--- config.mk ---
export PLATFORM = sky130hd
export DESIGN_NAME = counter_ctrl
export DESIGN_NICKNAME = d
export VERILOG_FILES = /design/src/rtl/counter_ctrl_pkg.sv /design/src/rtl/counter_core.sv /design/src/rtl/counter_ctrl.sv
export SDC_FILE = /design/constraint.sdc
export NUM_CORES = 1
export LEC_CHECK = 0
export ABC_AREA = 1
export ABC_CLOCK_PERIOD_IN_PS = 1680
export CORE_MARGIN = 3
export CORE_UTILIZATION = 30
export CTS_CLUSTER_SIZE = 20
export DETAILED_ROUTE_END_ITERATION = 6
export GPL_TIMING_DRIVEN = 0
export PLACE_DENSITY = 0.58
export SLEW_MARGIN = 20
export SYNTH_ARGS = -nofsm -noshare
export SYNTH_HDL_FRONTEND = slang
export SYNTH_SLANG_ARGS = --single-unit
--- constraint.sdc ---
create_clock -name clk -period 1.68 [get_ports clk]
set_input_delay 0.336 -clock clk [delete_from_list [all_inputs] [get_ports clk]]
set_output_delay 0.336 -clock clk [all_outputs]
set_load 0.05 [all_outputs]
--- src/rtl/counter_ctrl_pkg.sv ---
// Shared types for the counter controller: FSM states, command opcodes and
// a saturating increment for the period counter.
package counter_ctrl_pkg;

  typedef enum logic [1:0] {
    StIdle  = 2'd0,
    StRun   = 2'd1,
    StPause = 2'd2,
    StDone  = 2'd3
  } state_e;

  typedef enum logic [1:0] {
    OpStart  = 2'd0,
    OpStop   = 2'd1,
    OpPause  = 2'd2,
    OpResume = 2'd3
  } cmd_op_e;

  localparam int unsigned PeriodCntW = 8;

  function automatic logic [PeriodCntW-1:0] sat_inc(input logic [PeriodCntW-1:0] v);
    return (v == '1) ? v : v + 1'b1;
  endfunction

endpackage

--- src/rtl/counter_core.sv ---
// Count datapath: counts up while enabled, wraps to zero after the terminal
// value. The wrap flag only reports that the count sits at the terminal.
module counter_core #(
  parameter int unsigned Counter_bit = 4
) (
  input  logic                   clk,
  input  logic                   rst,
  input  logic                   enable,
  input  logic                   clear,
  input  logic [Counter_bit-1:0] terminal,
  output logic [Counter_bit-1:0] count,
  output logic                   wrap
);

  logic [Counter_bit-1:0] count_q, count_d;

  // Ungated by enable so the controller can read it without a comb loop.
  assign wrap  = (count_q == terminal);
  assign count = count_q;

  always_comb begin
    count_d = count_q;
    if (clear) begin
      count_d = '0;
    end else if (enable) begin
      count_d = wrap ? '0 : count_q + 1'b1;
    end
  end

  always_ff @(posedge clk or negedge rst) begin
    if (!rst) begin
      count_q <= '0;
    end else begin
      count_q <= count_d;
    end
  end

endmodule

--- src/rtl/counter_ctrl.sv ---
// Command-driven counter controller: valid/ready command interface, a
// four-state run FSM, wrap tick, one-shot done pulse and a period counter.
module counter_ctrl
  import counter_ctrl_pkg::*;
#(
  parameter int unsigned Counter_bit      = 4,
  parameter int unsigned Default_terminal = 13
) (
  input  logic                   clk,
  input  logic                   rst,
  input  logic                   cmd_valid,
  output logic                   cmd_ready,
  input  logic [1:0]             cmd_op,
  input  logic [Counter_bit-1:0] cmd_term,
  input  logic                   cmd_periodic,
  output logic [Counter_bit-1:0] count,
  output logic                   busy,
  output logic                   tick,
  output logic                   done,
  output logic [7:0]             period_cnt
);

  localparam logic [Counter_bit-1:0] DefTerm = Counter_bit'(Default_terminal);

  state_e                 state_q, state_d;
  logic [Counter_bit-1:0] term_q, term_d;
  logic                   periodic_q, periodic_d;
  logic [PeriodCntW-1:0]  period_q, period_d;
  logic                   tick_q, tick_d;
  logic                   enable, clear, wrap, accept;
  cmd_op_e                op;

  assign op        = cmd_op_e'(cmd_op);
  assign cmd_ready = (state_q != StDone);
  assign accept    = cmd_valid && cmd_ready;

  // Command priority: START, then STOP/PAUSE, then the wrap itself.
  always_comb begin
    state_d    = state_q;
    term_d     = term_q;
    periodic_d = periodic_q;
    period_d   = period_q;
    tick_d     = 1'b0;
    enable     = 1'b0;
    clear      = 1'b0;
    if (accept && op == OpStart) begin
      state_d    = StRun;
      term_d     = (cmd_term == '0) ? DefTerm : cmd_term;
      periodic_d = cmd_periodic;
      period_d   = '0;
      clear      = 1'b1;
    end else begin
      unique case (state_q)
        StIdle: ;
        StRun: begin
          if (accept && op == OpStop) begin
            state_d = StIdle;
            clear   = 1'b1;
          end else if (accept && op == OpPause) begin
            state_d = StPause;
          end else begin
            enable = 1'b1;
            if (wrap) begin
              tick_d   = 1'b1;
              period_d = sat_inc(period_q);
              if (!periodic_q) state_d = StDone;
            end
          end
        end
        StPause: begin
          if (accept && op == OpStop) begin
            state_d = StIdle;
            clear   = 1'b1;
          end else if (accept && op == OpResume) begin
            state_d = StRun;
          end
        end
        StDone: state_d = StIdle;
        default: state_d = StIdle;
      endcase
    end
  end

  always_ff @(posedge clk or negedge rst) begin
    if (!rst) begin
      state_q    <= StIdle;
      term_q     <= DefTerm;
      periodic_q <= 1'b0;
      period_q   <= '0;
      tick_q     <= 1'b0;
    end else begin
      state_q    <= state_d;
      term_q     <= term_d;
      periodic_q <= periodic_d;
      period_q   <= period_d;
      tick_q     <= tick_d;
    end
  end

  counter_core #(
    .Counter_bit(Counter_bit)
  ) u_core (
    .clk      (clk),
    .rst      (rst),
    .enable   (enable),
    .clear    (clear),
    .terminal (term_q),
    .count    (count),
    .wrap     (wrap)
  );

  assign busy       = (state_q == StRun) || (state_q == StPause);
  assign done       = (state_q == StDone);
  assign tick       = tick_q;
  assign period_cnt = period_q;

endmodule

=== After elaboration in Yosys (flattened, before gate mapping) ===
Index checks and enable logic that the tools add are counted.

* Register bits: 20
* Input port bits: 10
* Output and inout bits: 16
* Word-level logic and storage cells: 68

* Add/sub/neg operators: 2
* Equal/unequal tests: 15
* Mux-type cells: 30
* Reduce and logical (&&, ||, !) cells: 15

{| class="wikitable"
|+ Operators with widths
! cell !! number
|-
| 8-bit 2-to-1 mux || 6
|-
| 4-bit 2-to-1 mux || 4
|-
| 2-bit 2-to-1 mux || 7
|-
| 1-bit 2-to-1 mux || 12
|-
| 8-bit by 1-bit adder with 8-bit output, second input constant || 1
|-
| 2-bit == test, second input constant || 4
|-
| 8-bit == test, second input constant || 1
|-
| 2-bit inequality test, second input constant || 4
|-
| 2-bit one-hot mux with 3 select lines || 1
|-
| 2-bit nonzero test || 3
|-
| 1-bit logical AND || 5
|-
| 5-bit by 4-bit inequality test with 1-bit output, second input constant || 1
|-
| 5-bit inequality test, second input constant || 1
|-
| 5-bit AND reduction || 1
|-
| 4-bit by 1-bit adder with 4-bit output, second input constant || 1
|-
| 2-bit by 1-bit == test with 1-bit output, second input constant || 2
|-
| 4-bit == test || 1
|-
| 4-bit logical NOT || 1
|-
| 4-bit inequality test, second input constant || 1
|-
| 4-bit AND reduction || 1
|-
| 4-bit nonzero test || 1
|-
| 2-bit logical NOT || 1
|-
| 2-bit OR reduction || 1
|-
| 1-bit logical OR || 1
|}

=== Depth between registers and ports, before layout ===
Gate-level depths: netlist (run 1).

* Depth after elaboration: 9
* Depth in mapped cells: 11
* Gate-level depth less buffers: 11

=== Cells and area by module ===
From an unflattened synthesis (run 1), not the netlist that was laid out.

* Cells, all modules: 186
* Area, all modules: 1345.0 sq um

{| class="wikitable"
|+ Modules (own cells, without submodules)
! module !! times used !! cells each !! area each (sq um) !! seq. area each (sq um)
|-
| counter_ctrl || 1 || 140 || 1051.0 || 404.1
|-
| counter_core || 1 || 46 || 294.0 || 100.1
|}

=== Least setup slack after synthesis (run 1) ===
OpenSTA, ideal clock, no wires.

* Kind: register to register
* Start: register state_q[0]
* End: register period_q[5] (netlist: period_cnt[5])
* Library setup time: 0.120 ns
* Arrival: 1.880 ns
* Data required time: 1.560 ns
* Setup slack: -0.320 ns
* Cell stages (with the launch flop): 10
* Buffers on the path: 0
* Clock period less this slack: 2.000 ns
* Cells stage by stage: dfrtp_1 > ha_1 > inv_2 > nand2_4 > nor2_8 > nor2_2 > nor2_4 > nand4_4 > nand2_1 > nand2_1

* Word-level cells in the longest chain between the ends: 5
* Elaborated cells on any way between the ends: 13
* Those cells by class: eq/ne: 5; mux: 1; reduce/logical: 7

{| class="wikitable"
|+ Ends and longest elaborated chain
! element !! line !! source
|-
| from (decl) || counter_ctrl.sv:25 || <nowiki>state_e state_q, state_d;</nowiki>
|-
| from (signal assigned) || counter_ctrl.sv:86 || <nowiki>state_q <= StIdle;</nowiki>
|-
| from (signal assigned) || counter_ctrl.sv:92 || <nowiki>state_q <= state_d;</nowiki>
|-
| 2-bit inequality test (*) || counter_ctrl.sv:34 || <nowiki>assign cmd_ready = (state_q != StDone);</nowiki>
|-
| net cmd_ready || counter_ctrl.sv:12 || <nowiki>output logic cmd_ready,</nowiki>
|-
| 1-bit logical AND (*) || counter_ctrl.sv:35 || <nowiki>assign accept = cmd_valid && cmd_ready;</nowiki>
|-
| 1-bit logical AND (on tied branches) || counter_ctrl.sv:46, counter_ctrl.sv:56, counter_ctrl.sv:59 ||
|-
| 2-bit inequality test (no line) or 2-bit nonzero test (tied branches) || - ||
|-
| 5-bit AND reduction (no line) || - ||
|-
| to (signal assigned) || counter_ctrl.sv:95 || <nowiki>period_q <= period_d;</nowiki>
|-
| to (decl) || counter_ctrl.sv:28 || <nowiki>logic [PeriodCntW-1:0] period_q, period_d;</nowiki>
|}

The timed path passes the listed nets; every way through them passes the cells marked *.
A chain may end at the register's enable or synchronous reset.

=== Final worst setup path (run 1) ===
* Start: register u_core.count_q[2] (netlist: u_core.count[2])
* End: output port count[2]

{| class="wikitable"
|+ RTL lines
! element !! line !! source
|-
| from (decl) || counter_core.sv:15 || <nowiki>logic [Counter_bit-1:0] count_q, count_d;</nowiki>
|-
| from (signal assigned) || counter_core.sv:34 || <nowiki>count_q <= count_d;</nowiki>
|-
| to (decl) || counter_ctrl.sv:16 || <nowiki>output logic [Counter_bit-1:0] count,</nowiki>
|}

No word-level cell between the ends.

==> results.sh, run 1 <==
export IMPL_status="finished, final reports clean"
export IMPL_timing_clock_skew_ns=0.00489
export IMPL_portion_of_the_clock_cycle_consumed_by_the_worst_path_in_the_final_layout_pct=96.0
export IMPL_place_gp_congestion=0.810
export IMPL_cp_arrival_ns=1.28
export IMPL_cts_max_path_buffers=2
export IMPL_critical_path_n_buffers_inverters=1
export IMPL_first_global_vias=1140
export IMPL_fmaxAchievable_mhz=620
export IMPL_yosys_cell_count_top_type="sky130_fd_sc_hd__nand2_1"
export IMPL_postSynth_asyncResetShare_pct=100
export IMPL_timing_setup_tns_ns=0
export IMPL_post_synth_inst_count=183
export IMPL_worst_slew_pin_slew_ns=0.916
export IMPL_layout_area_overhead_vs_synth_pct=32.2
export IMPL_groute_usage_overall_pct=11.6
export IMPL_dp_hpwl_um=2250
export IMPL_tritoncts_num_sinks=20
export IMPL_synth_area_top_cells="sky130_fd_sc_hd__dfrtp_1 (31%), sky130_fd_sc_hd__nand2_1 (13%), sky130_fd_sc_hd__inv_1 (6.5%)"
export IMPL_post_dp_cell_area_um2=1710
export IMPL_n_antenna_cell=0
export IMPL_yosys_warnings=0
export IMPL_die_area_um2=5450
export IMPL_worstPathRequired_ns=1.34
export IMPL_chipWidth_um=73.8
export IMPL_io_buffer_count=25
export IMPL_wirelength_um=2980
export IMPL_die_h_um=73.8
export IMPL_synth_seq_cells=20
export IMPL_number_of_placement_rows=24
export IMPL_power_density_cell_area_nw_per_um2=1890
export IMPL_multi_input_comb_area_um2=798
export IMPL_ctsHtreeMaxLevel=1
export IMPL_max_vdd_ir_drop_mv=1.19
export IMPL_place_worst_setup_slack_ns=-0.320
export IMPL_syn_avg_cell_area_um2=7.53
export IMPL_worst_setup_hold_path_clk_slew_ns=0.08
export IMPL_worst_path_maximum_fanout=5
export IMPL_synth_nets=198
export IMPL_fp_coreArea_um2=4380
export IMPL_stdcell_count=267
export IMPL_seq_total_area_yosys_pct=36.6
export IMPL_synth_edff_count=0
export IMPL_first_pass_grt_wire_length_um=5080
export IMPL_postRouteAntennaNets=0
export IMPL_globalRoute_totalOverflow=0
export IMPL_p_leak_nw=0.930
export IMPL_storage_cell_area_um2=507
export IMPL_layout_setup_ws_ns=0.0670
export IMPL_drt_initial_drc_count=71
export IMPL_worst_setup_path_end_kind="primary output"
export IMPL_count_of_boundary_i_o_pins=26
export IMPL_timing_worst_setup_path_type="reg -> out"
export IMPL_crit_path_cell_trace="dlygate4sd2_1"
export IMPL_routedWlPerCell_um=11.1
export IMPL_grt_start_max_net_pins=21
export IMPL_detail_route_drc_violations=0
export IMPL_worst_setup_path_start_kind="flip-flop"
export IMPL_viasPerCell=4.74
export IMPL_cts_tree="yes"
export IMPL_final_hold_viol_count=0
export IMPL_dr_total_vias=1266
export IMPL_crit_slowest_cell="sky130_fd_sc_hd__dlygate4sd2_1"
export IMPL_stdcell_area_um2=1820
export IMPL_hold_buffers=0
export IMPL_synth_cell_type_count=28
export IMPL_nFillCells=447
export IMPL_drt_pre_antenna_iters=4
export IMPL_layout_drive_gt1_share_pct=24.2
export IMPL_cts_made_buffers=3
export IMPL_start_util_pct=31.4
export IMPL_max_cap_viol_count=0
export IMPL_postSynth_topFlopCell="sky130_fd_sc_hd__dfrtp_1"
export IMPL_place_detailed_instances=260
export IMPL_max_stage_delay_ns=0.56
export IMPL_holdWs_ns=0.503
export IMPL_cts_root_buffer_cell="sky130_fd_sc_hd__clkbuf_8"
export IMPL_min_delay_path_class="reg -> reg"
export IMPL_relSlewSlack_pct=38.7
export IMPL_finalCoreUtilization_pct=41.6
export IMPL_yosysTopAreaCellShare_pct=30.9
export IMPL_mappedNetlistArea_um2=1380
export IMPL_clock_latency_ns=0.26
export IMPL_drv_slew=0
export IMPL_final_setup_vio_count=0
export IMPL_antenna_violations_before_repair=0
export IMPL_synth_top_cells_by_count="sky130_fd_sc_hd__nand2_1 (49), sky130_fd_sc_hd__inv_1 (24), sky130_fd_sc_hd__dfrtp_1 (17), sky130_fd_sc_hd__nor2_1 (17), sky130_fd_sc_hd__nand3_1 (14)"
export IMPL_final_period_minus_worst_setup_slack_ns=1.61
export IMPL_yosys_area_top_type="sky130_fd_sc_hd__dfrtp_1"
export IMPL_power_total_mw=3.44
export IMPL_finalNetCount=231
export IMPL_cp_top_family="buffers and inverters"
-- routing by layer --
metal	vias to the layer above	track usage [%]	share of wire (%)	wire (um)
met5	-	0	0	0
met4	0	3.02	0.91	27
met3	2	1.23	3.8	112
met2	21	20.3	49	1470
met1	584	15.2	46	1370
li1	659	-	-	-
-- registers in the layout, indices dropped and copies added, names as in the netlist --
signal and count:
period_cnt 8, term_q 4, u_core.count 4, state_q 2, periodic_q 1, tick 1
-- cells in the final DEF (no fill, tap or decap), drive strengths merged --
cell / synthesis / routed
clkinvlp: 0 / 1
or2: 1 / 1
dfstp: 3 / 3
dlygate4sd2: 0 / 12
clkdlybuf4s15: 0 / 2
nor2: 23 / 23
a31oi: 3 / 3
a21oi: 3 / 3
o21ai: 11 / 11
xor2: 2 / 2
o21bai: 1 / 1
nand4: 7 / 7
o21a: 1 / 1
inv: 28 / 27
nor3: 4 / 4
bufinv: 0 / 1
dfrtp: 17 / 17
clkbuf: 0 / 3
nand2: 58 / 58
buf: 1 / 6
nor3b: 1 / 1
clkdlybuf4s50: 0 / 9
ha: 5 / 5
nand3: 14 / 14
-- repair_timing --
action	in CTS	in global routing
hold endpoints to repair	0	0
endpoints found under the setup margin	16	17
setup buffers	0	3
cloned	0	0
gates resized for setup	28	14
pin swaps	0	1
-- logic make-up (layout without fill, tap and decap cells) --
logic type | Yosys count | in the layout | share of synthesized area (%)
simple gates | 108 | 108 | 40.2
compound gates | 19 | 19 | 8.89
flops | 20 | 20 | 36.6
fa+ha+maj | 5 | 5 | 4.54
buf+inv | 29 | 61 | 8.53
xor+xnor | 2 | 2 | 1.27
-- layout make-up --
class	instances	share of cell area, %
well taps	52	3.57
plain buffers	1	0.412
repair buffers	28	14.0
multi-input cells	134	43.8
clock inverters	1	1.65
clock buffers	3	2.26
flip-flops and latches	20	27.8
inverters	28	6.52
-- final timing paths --
| check | startpoint | endpoint | slack (ns) | cells after the start |
|---|---|---|---|---|
| setup / recovery | u_core.count[2] | count[2] | 0.07 | 1 |
| hold / removal | periodic_q | periodic_q | 0.50 | 2 |
| setup reg to reg | state_q[0] | period_cnt[1] | 0.09 | 9 |
| hold reg to reg | periodic_q | periodic_q | 0.50 | 2 |
| max in group asynchronous | rst | state_q[1] | 0.47 | 1 |
| min in group asynchronous | rst | tick | 0.59 | 1 |
-- power by group --
part	leakage (nW)	switching, mW	internal, mW
combinational	0.653	1.36	0.673
sequential	0.242	0.224	0.699
clock	0.0357	0.166	0.318
total	0.930	1.75	1.69
(Power assumes the default switching activity.)
==> run 2: changes to the inputs <==
--- a/config.mk
+++ b/config.mk
@@ -12,7 +12,7 @@
 export CTS_CLUSTER_SIZE = 20
 export DETAILED_ROUTE_END_ITERATION = 6
 export GPL_TIMING_DRIVEN = 0
-export PLACE_DENSITY = 0.58
+export PLACE_DENSITY = 0.49
 export SLEW_MARGIN = 20
 export SYNTH_ARGS = -nofsm -noshare
 export SYNTH_HDL_FRONTEND = slang
==> run 2 against run 1 <==
Core utilization increased by 1.8 points. Power increased by 1.2%. First-iteration DRC count decreased by 28%. Global-route usage increased by 1.2 points. Via count increased by 0.55%. Register-to-register slack got worse by 0.02 ns. Sequential share of layout area decreased by 1.2 points. Die area unchanged. Critical path depth increased by 3. Non-clock buffer count increased by 3. Sequential cell count unchanged. Setup slack got worse by 0.012 ns. Critical endpoint is now busy.
==> results.sh, run 2 (synthesized netlist as in run 1, its figures left out) <==
export IMPL_status="finished, final reports clean"
export IMPL_start_util_pct=31.4
export IMPL_first_pass_grt_wire_length_um=5490
export IMPL_commonest_non_fill_non_tap_cell_in_the_layout="sky130_fd_sc_hd__nand2_1"
export IMPL_gr_usage_met1_pct=18.6
export IMPL_place_worst_setup_slack_ns=-0.321
export IMPL_worst_slew_pin_slew_ns=0.937
export IMPL_die_h_um=73.8
export IMPL_crit_slowest_cell="sky130_fd_sc_hd__dfrtp_2"
export IMPL_timing_worst_setup_path_type="reg -> out"
export IMPL_min_delay_path_class="reg -> reg"
export IMPL_global_route_met3_utilization_pct=2.33
export IMPL_first_global_vias=1133
export IMPL_tritoncts_num_sinks=20
export IMPL_groute_usage_overall_pct=12.9
export IMPL_routedWlPerCell_um=12.2
export IMPL_timing_clock_skew_ns=0.00155
export IMPL_finalNetCount=234
export IMPL_largest_register_ffs=8
export IMPL_drt_pre_antenna_iters=4
export IMPL_wirelength_um=3290
export IMPL_portion_of_the_clock_cycle_consumed_by_the_worst_path_in_the_final_layout_pct=96.7
export IMPL_die_area_um2=5450
export IMPL_postRouteAntennaNets=0
export IMPL_nFillCells=455
export IMPL_final_cell_mix="sky130_fd_sc_hd__nand2_1 (47), sky130_fd_sc_hd__inv_1 (21), sky130_fd_sc_hd__nor2_1 (16), sky130_fd_sc_hd__dfrtp_1 (16), sky130_fd_sc_hd__dlygate4sd2_1 (12)"
export IMPL_count_of_boundary_i_o_pins=26
export IMPL_grt_most_used_layer="met2"
export IMPL_viasPerCell=4.71
export IMPL_grt_use_met2_pct=19.0
export IMPL_detail_route_drc_violations=0
export IMPL_worstPathRequired_ns=1.34
export IMPL_finalCoreUtilization_pct=43.4
export IMPL_layout_area_overhead_vs_synth_pct=38.0
export IMPL_chipWidth_um=73.8
export IMPL_cts_tree="yes"
export IMPL_worst_setup_path_end_kind="primary output"
export IMPL_number_of_placement_rows=24
export IMPL_dp_hpwl_um=2400
export IMPL_layout_drive_gt1_share_pct=27.1
export IMPL_place_gp_congestion=0.787
export IMPL_power_density_cell_area_nw_per_um2=1830
export IMPL_clock_latency_ns=0.25
export IMPL_antenna_violations_before_repair=0
export IMPL_max_stage_delay_ns=0.42
export IMPL_ctsHtreeMaxLevel=1
export IMPL_worst_path_maximum_fanout=4
export IMPL_crit_path_cell_trace="inv_1, ha_1, inv_2, buf_8"
export IMPL_holdWs_ns=0.522
export IMPL_layout_setup_ws_ns=0.0553
export IMPL_worst_setup_path_start_kind="flip-flop"
export IMPL_max_vdd_ir_drop_mv=1.22
export IMPL_io_buffer_count=25
export IMPL_globalRoute_totalOverflow=0
export IMPL_timing_setup_tns_ns=0
export IMPL_drv_slew=0
export IMPL_fp_coreArea_um2=4380
export IMPL_relSlewSlack_pct=37.3
export IMPL_cts_max_path_buffers=2
export IMPL_max_cap_viol_count=0
export IMPL_n_antenna_cell=0
export IMPL_drt_initial_drc_count=51
export IMPL_worst_setup_hold_path_clk_slew_ns=0.08
export IMPL_cp_arrival_ns=1.29
export IMPL_cts_root_buffer_cell="sky130_fd_sc_hd__clkbuf_8"
export IMPL_final_period_minus_worst_setup_slack_ns=1.62
export IMPL_final_setup_vio_count=0
export IMPL_unrepaired_setup_endpoints_after_global_routing="true"
export IMPL_dr_total_vias=1273
export IMPL_final_hold_viol_count=0
export IMPL_cts_made_buffers=3
export IMPL_grt_start_max_net_pins=21
export IMPL_fmaxAchievable_mhz=616
export IMPL_p_leak_nw=0.970
==> run 2: metrics by stage <==
stage	total power, mW	area, um2	std cells
after floorplan	2.45	1400	183
after global placement	3.00	1710	260
after detailed placement	3.01	1710	260
after CTS	3.27	1740	264
after global routing	3.79	1900	270
final	3.48	1900	270
==> run 2: worst paths after layout <==
check / startpoint / endpoint / slack (ns) / cells after the start
min in group asynchronous: rst / u_core.count[2] / 0.60 / 1
hold reg to reg: term_q[2] / term_q[2] / 0.52 / 2
hold / removal: term_q[2] / term_q[2] / 0.52 / 2
max in group asynchronous: rst / state_q[0] / 0.44 / 1
setup / recovery: state_q[0] / busy / 0.06 / 4
setup reg to reg: state_q[0] / period_cnt[4] / 0.07 / 9
==> run 2: layout make-up <==
| class | instances | area [um2] | area share [%] |
|---|---|---|---|
| buffer | 1 | 7.51 | 0.394 |
| clock buffer | 4 | 45.0 | 2.37 |
| inverter | 28 | 119 | 6.25 |
| multi-input combinational | 134 | 862 | 45.3 |
| sequential | 20 | 505 | 26.6 |
| tap | 52 | 65.1 | 3.42 |
| timing repair buffer | 31 | 299 | 15.7 |
==> run 2: power breakdown <==
part	leakage, nW	switching (mW)	internal [mW]	total [mW]
registers	0.243	0.226	0.697	0.923
clock network	0.0228	0.159	0.169	0.327
logic	0.704	1.46	0.775	2.23
==> run 2: repair_timing <==
item                       4_1_cts  5_1_grt
pin swaps                        0       12
hold buffers                     0        0
buffers inserted                 0        6
hold endpoints to repair         0        0
gates resized for setup         28       27
setup endpoints to repair       16       17
==> run 2: worst max-delay path, delay by kind of cell (launching register included) <==
family / cells / cell delay (ns)
DFF: 1 / 0.42
adders and majority gates: 1 / 0.32
buffers and inverters: 3 / 0.29
==> run 2: per-layer routing <==
metal	part of all wire, %	wire [um]
met3	4.7	156
met1	46	1530
met2	48	1570
met4	1.2	38
met5	0	0
==> run 3: changes to the inputs <==
--- a/config.mk
+++ b/config.mk
@@ -7,7 +7,7 @@
 export LEC_CHECK = 0
 export ABC_AREA = 1
 export ABC_CLOCK_PERIOD_IN_PS = 1680
-export CORE_MARGIN = 3
+export CORE_MARGIN = 4
 export CORE_UTILIZATION = 30
 export CTS_CLUSTER_SIZE = 20
 export DETAILED_ROUTE_END_ITERATION = 6
==> run 3 against run 2 <==
Highest routed layer unchanged. Critical path depth fell by 3. Global-route usage fell by 0.37 points. Register-to-register slack improved by 0.02 ns. Setup slack got worse by 0.00090 ns. Largest cell class unchanged. Power rose by 0.27%. Critical endpoint is now period_cnt[5]. Clock skew rose by 0.0074 ns. Sequential share of layout area rose by 0.87 points. Cell count fell by 0.74%. Via count fell by 1.9%.
==> results.sh, run 3 (synthesized netlist as in run 1, its figures left out) <==
export IMPL_cts_max_path_buffers=2
export IMPL_ctsHtreeMaxLevel=1
export IMPL_place_detailed_instances=260
export IMPL_routedWlPerCell_um=12.0
export IMPL_chipWidth_um=75.8
export IMPL_hold_buffers=0
export IMPL_holdWs_ns=0.530
export IMPL_cp_top_family="buffers and inverters"
export IMPL_postRouteAntennaNets=0
export IMPL_status="finished, final reports clean"
export IMPL_count_of_boundary_i_o_pins=26
export IMPL_nFillCells=465
export IMPL_start_point_of_the_worst_hold_path="term_q[3]"
export IMPL_stdcell_count=268
export IMPL_max_vdd_ir_drop_mv=1.20
export IMPL_n_antenna_cell=0
export IMPL_portion_of_the_clock_cycle_consumed_by_the_worst_path_in_the_final_layout_pct=96.8
export IMPL_max_stage_delay_ns=0.56
export IMPL_fp_coreArea_um2=4410
export IMPL_worstPathRequired_ns=1.34
export IMPL_crit_path_start="period_cnt[5]"
export IMPL_drv_slew=0
export IMPL_power_total_mw=3.49
export IMPL_antenna_violations_before_repair=0
export IMPL_wl_met2_um=1390
export IMPL_cts_tree="yes"
export IMPL_clock_latency_ns=0.26
export IMPL_groute_usage_overall_pct=12.5
export IMPL_crit_slowest_cell="sky130_fd_sc_hd__dlygate4sd2_1"
export IMPL_final_cell_mix="sky130_fd_sc_hd__nand2_1 (47), sky130_fd_sc_hd__inv_1 (21), sky130_fd_sc_hd__dfrtp_1 (16)"
export IMPL_number_of_placement_rows=24
export IMPL_max_cap_viol_count=0
export IMPL_timing_clock_skew_ns=0.00894
export IMPL_start_util_pct=31.2
export IMPL_p_leak_nw=0.948
export IMPL_drt_initial_drc_count=52
export IMPL_unrepaired_setup_endpoints_after_global_routing="true"
export IMPL_fmaxAchievable_mhz=615
export IMPL_worst_setup_hold_path_clk_slew_ns=0.09
export IMPL_dp_hpwl_um=2410
export IMPL_timing_setup_tns_ns=0
export IMPL_viasPerCell=4.66
export IMPL_min_delay_path_class="reg -> reg"
export IMPL_detail_route_drc_violations=0
export IMPL_worst_setup_path_start_kind="flip-flop"
export IMPL_layout_drive_gt1_share_pct=24.5
export IMPL_worst_path_maximum_fanout=8
export IMPL_timing_worst_setup_path_type="reg -> out"
export IMPL_grt_start_max_net_pins=21
export IMPL_wl_met1_um=1630
export IMPL_cts_root_buffer_cell="sky130_fd_sc_hd__clkbuf_8"
export IMPL_die_h_um=75.8
export IMPL_tritoncts_num_sinks=20
export IMPL_commonest_non_fill_non_tap_cell_in_the_layout="sky130_fd_sc_hd__nand2_1"
export IMPL_dr_total_vias=1249
export IMPL_layout_area_overhead_vs_synth_pct=33.7
export IMPL_die_area_um2=5740
export IMPL_drt_pre_antenna_iters=6
export IMPL_globalRoute_totalOverflow=0
export IMPL_finalNetCount=232
export IMPL_final_period_minus_worst_setup_slack_ns=1.63
export IMPL_first_global_vias=1192
export IMPL_critical_path_n_buffers_inverters=1
export IMPL_largest_register_ffs=8
export IMPL_crit_path_cell_trace="dlygate4sd2_1"
export IMPL_worstReg2RegStart="state_q[0]"
export IMPL_worst_setup_path_end_kind="primary output"
export IMPL_wirelength_um=3220
export IMPL_routed_wl_met3_um=155
export IMPL_place_gp_congestion=0.823
export IMPL_worst_slew_pin_slew_ns=0.952
export IMPL_io_buffer_count=25
export IMPL_routed_top_layer="met4"
export IMPL_cts_made_buffers=3
export IMPL_final_hold_viol_count=0
export IMPL_power_density_cell_area_nw_per_um2=1900
export IMPL_final_setup_vio_count=0
export IMPL_relSlewSlack_pct=36.3
export IMPL_cp_arrival_ns=1.29
export IMPL_first_pass_grt_wire_length_um=5510
[run 3: changes by cell type in the layout (fill, tap and decap cells not counted), moves of 2 or more]
cell,previous run,this run
sky130_fd_sc_hd__nand3_2,8,2
sky130_fd_sc_hd__nand3_1,6,12
sky130_fd_sc_hd__clkdlybuf4s50_1,7,9
sky130_fd_sc_hd__dlymetal6s2s_1,2,0
[run 3: path summary, 6_finish.rpt]
check	end	slack (ns)	depth (start not counted)
setup / recovery	period_cnt[5]	0.05	1
hold / removal	term_q[3]	0.53	2
setup reg to reg	period_cnt[1]	0.09	9
hold reg to reg	term_q[3]	0.53	2
max in group asynchronous	state_q[0]	0.44	1
min in group asynchronous	term_q[1]	0.60	1
[run 3: timing repair]
| action | in CTS | in global routing |
|---|---|---|
| pin swaps | 0 | 2 |
| resized for setup | 28 | 15 |
| endpoints found under the setup margin | 16 | 16 |
| buffers inserted | 0 | 4 |
[run 3: final cells by class]
cell class | instances | area, um2 | area share [%]
Clock buffer | 3 | 41.3 | 2.24
Buffer | 1 | 7.51 | 0.407
Timing Repair Buffer | 29 | 262 | 14.2
Tap cell | 52 | 65.1 | 3.53
Clock inverter | 1 | 30.0 | 1.63
Multi-Input combinational cell | 134 | 813 | 44.1
Sequential cell | 20 | 505 | 27.4
Inverter | 28 | 119 | 6.45
[run 3: report_power, final]
part	leakage (nW)	total, mW	switching (mW)	internal (mW)
combinational	0.669	2.07	1.39	0.681
sequential	0.243	0.926	0.229	0.697
clock	0.0357	0.499	0.181	0.318
[run 3: routing by layer]
metal  vias up  GRT usage (%)
met1       566           17.8
li1        650              -
met2        29           18.9
met4         0           4.08
met5         -              0
met3         4           2.37
[run 3: through the flow]
stage	utilization (%)	worst slack [ns]	area [um2]
floorplan	-	0.00237	1400
detailed placement	38.8	-0.318	1710
CTS	40.0	0.00985	1760
global placement	38.8	-0.329	1710
finish	41.8	0.0544	1840
global route	41.8	-0.00108	1840
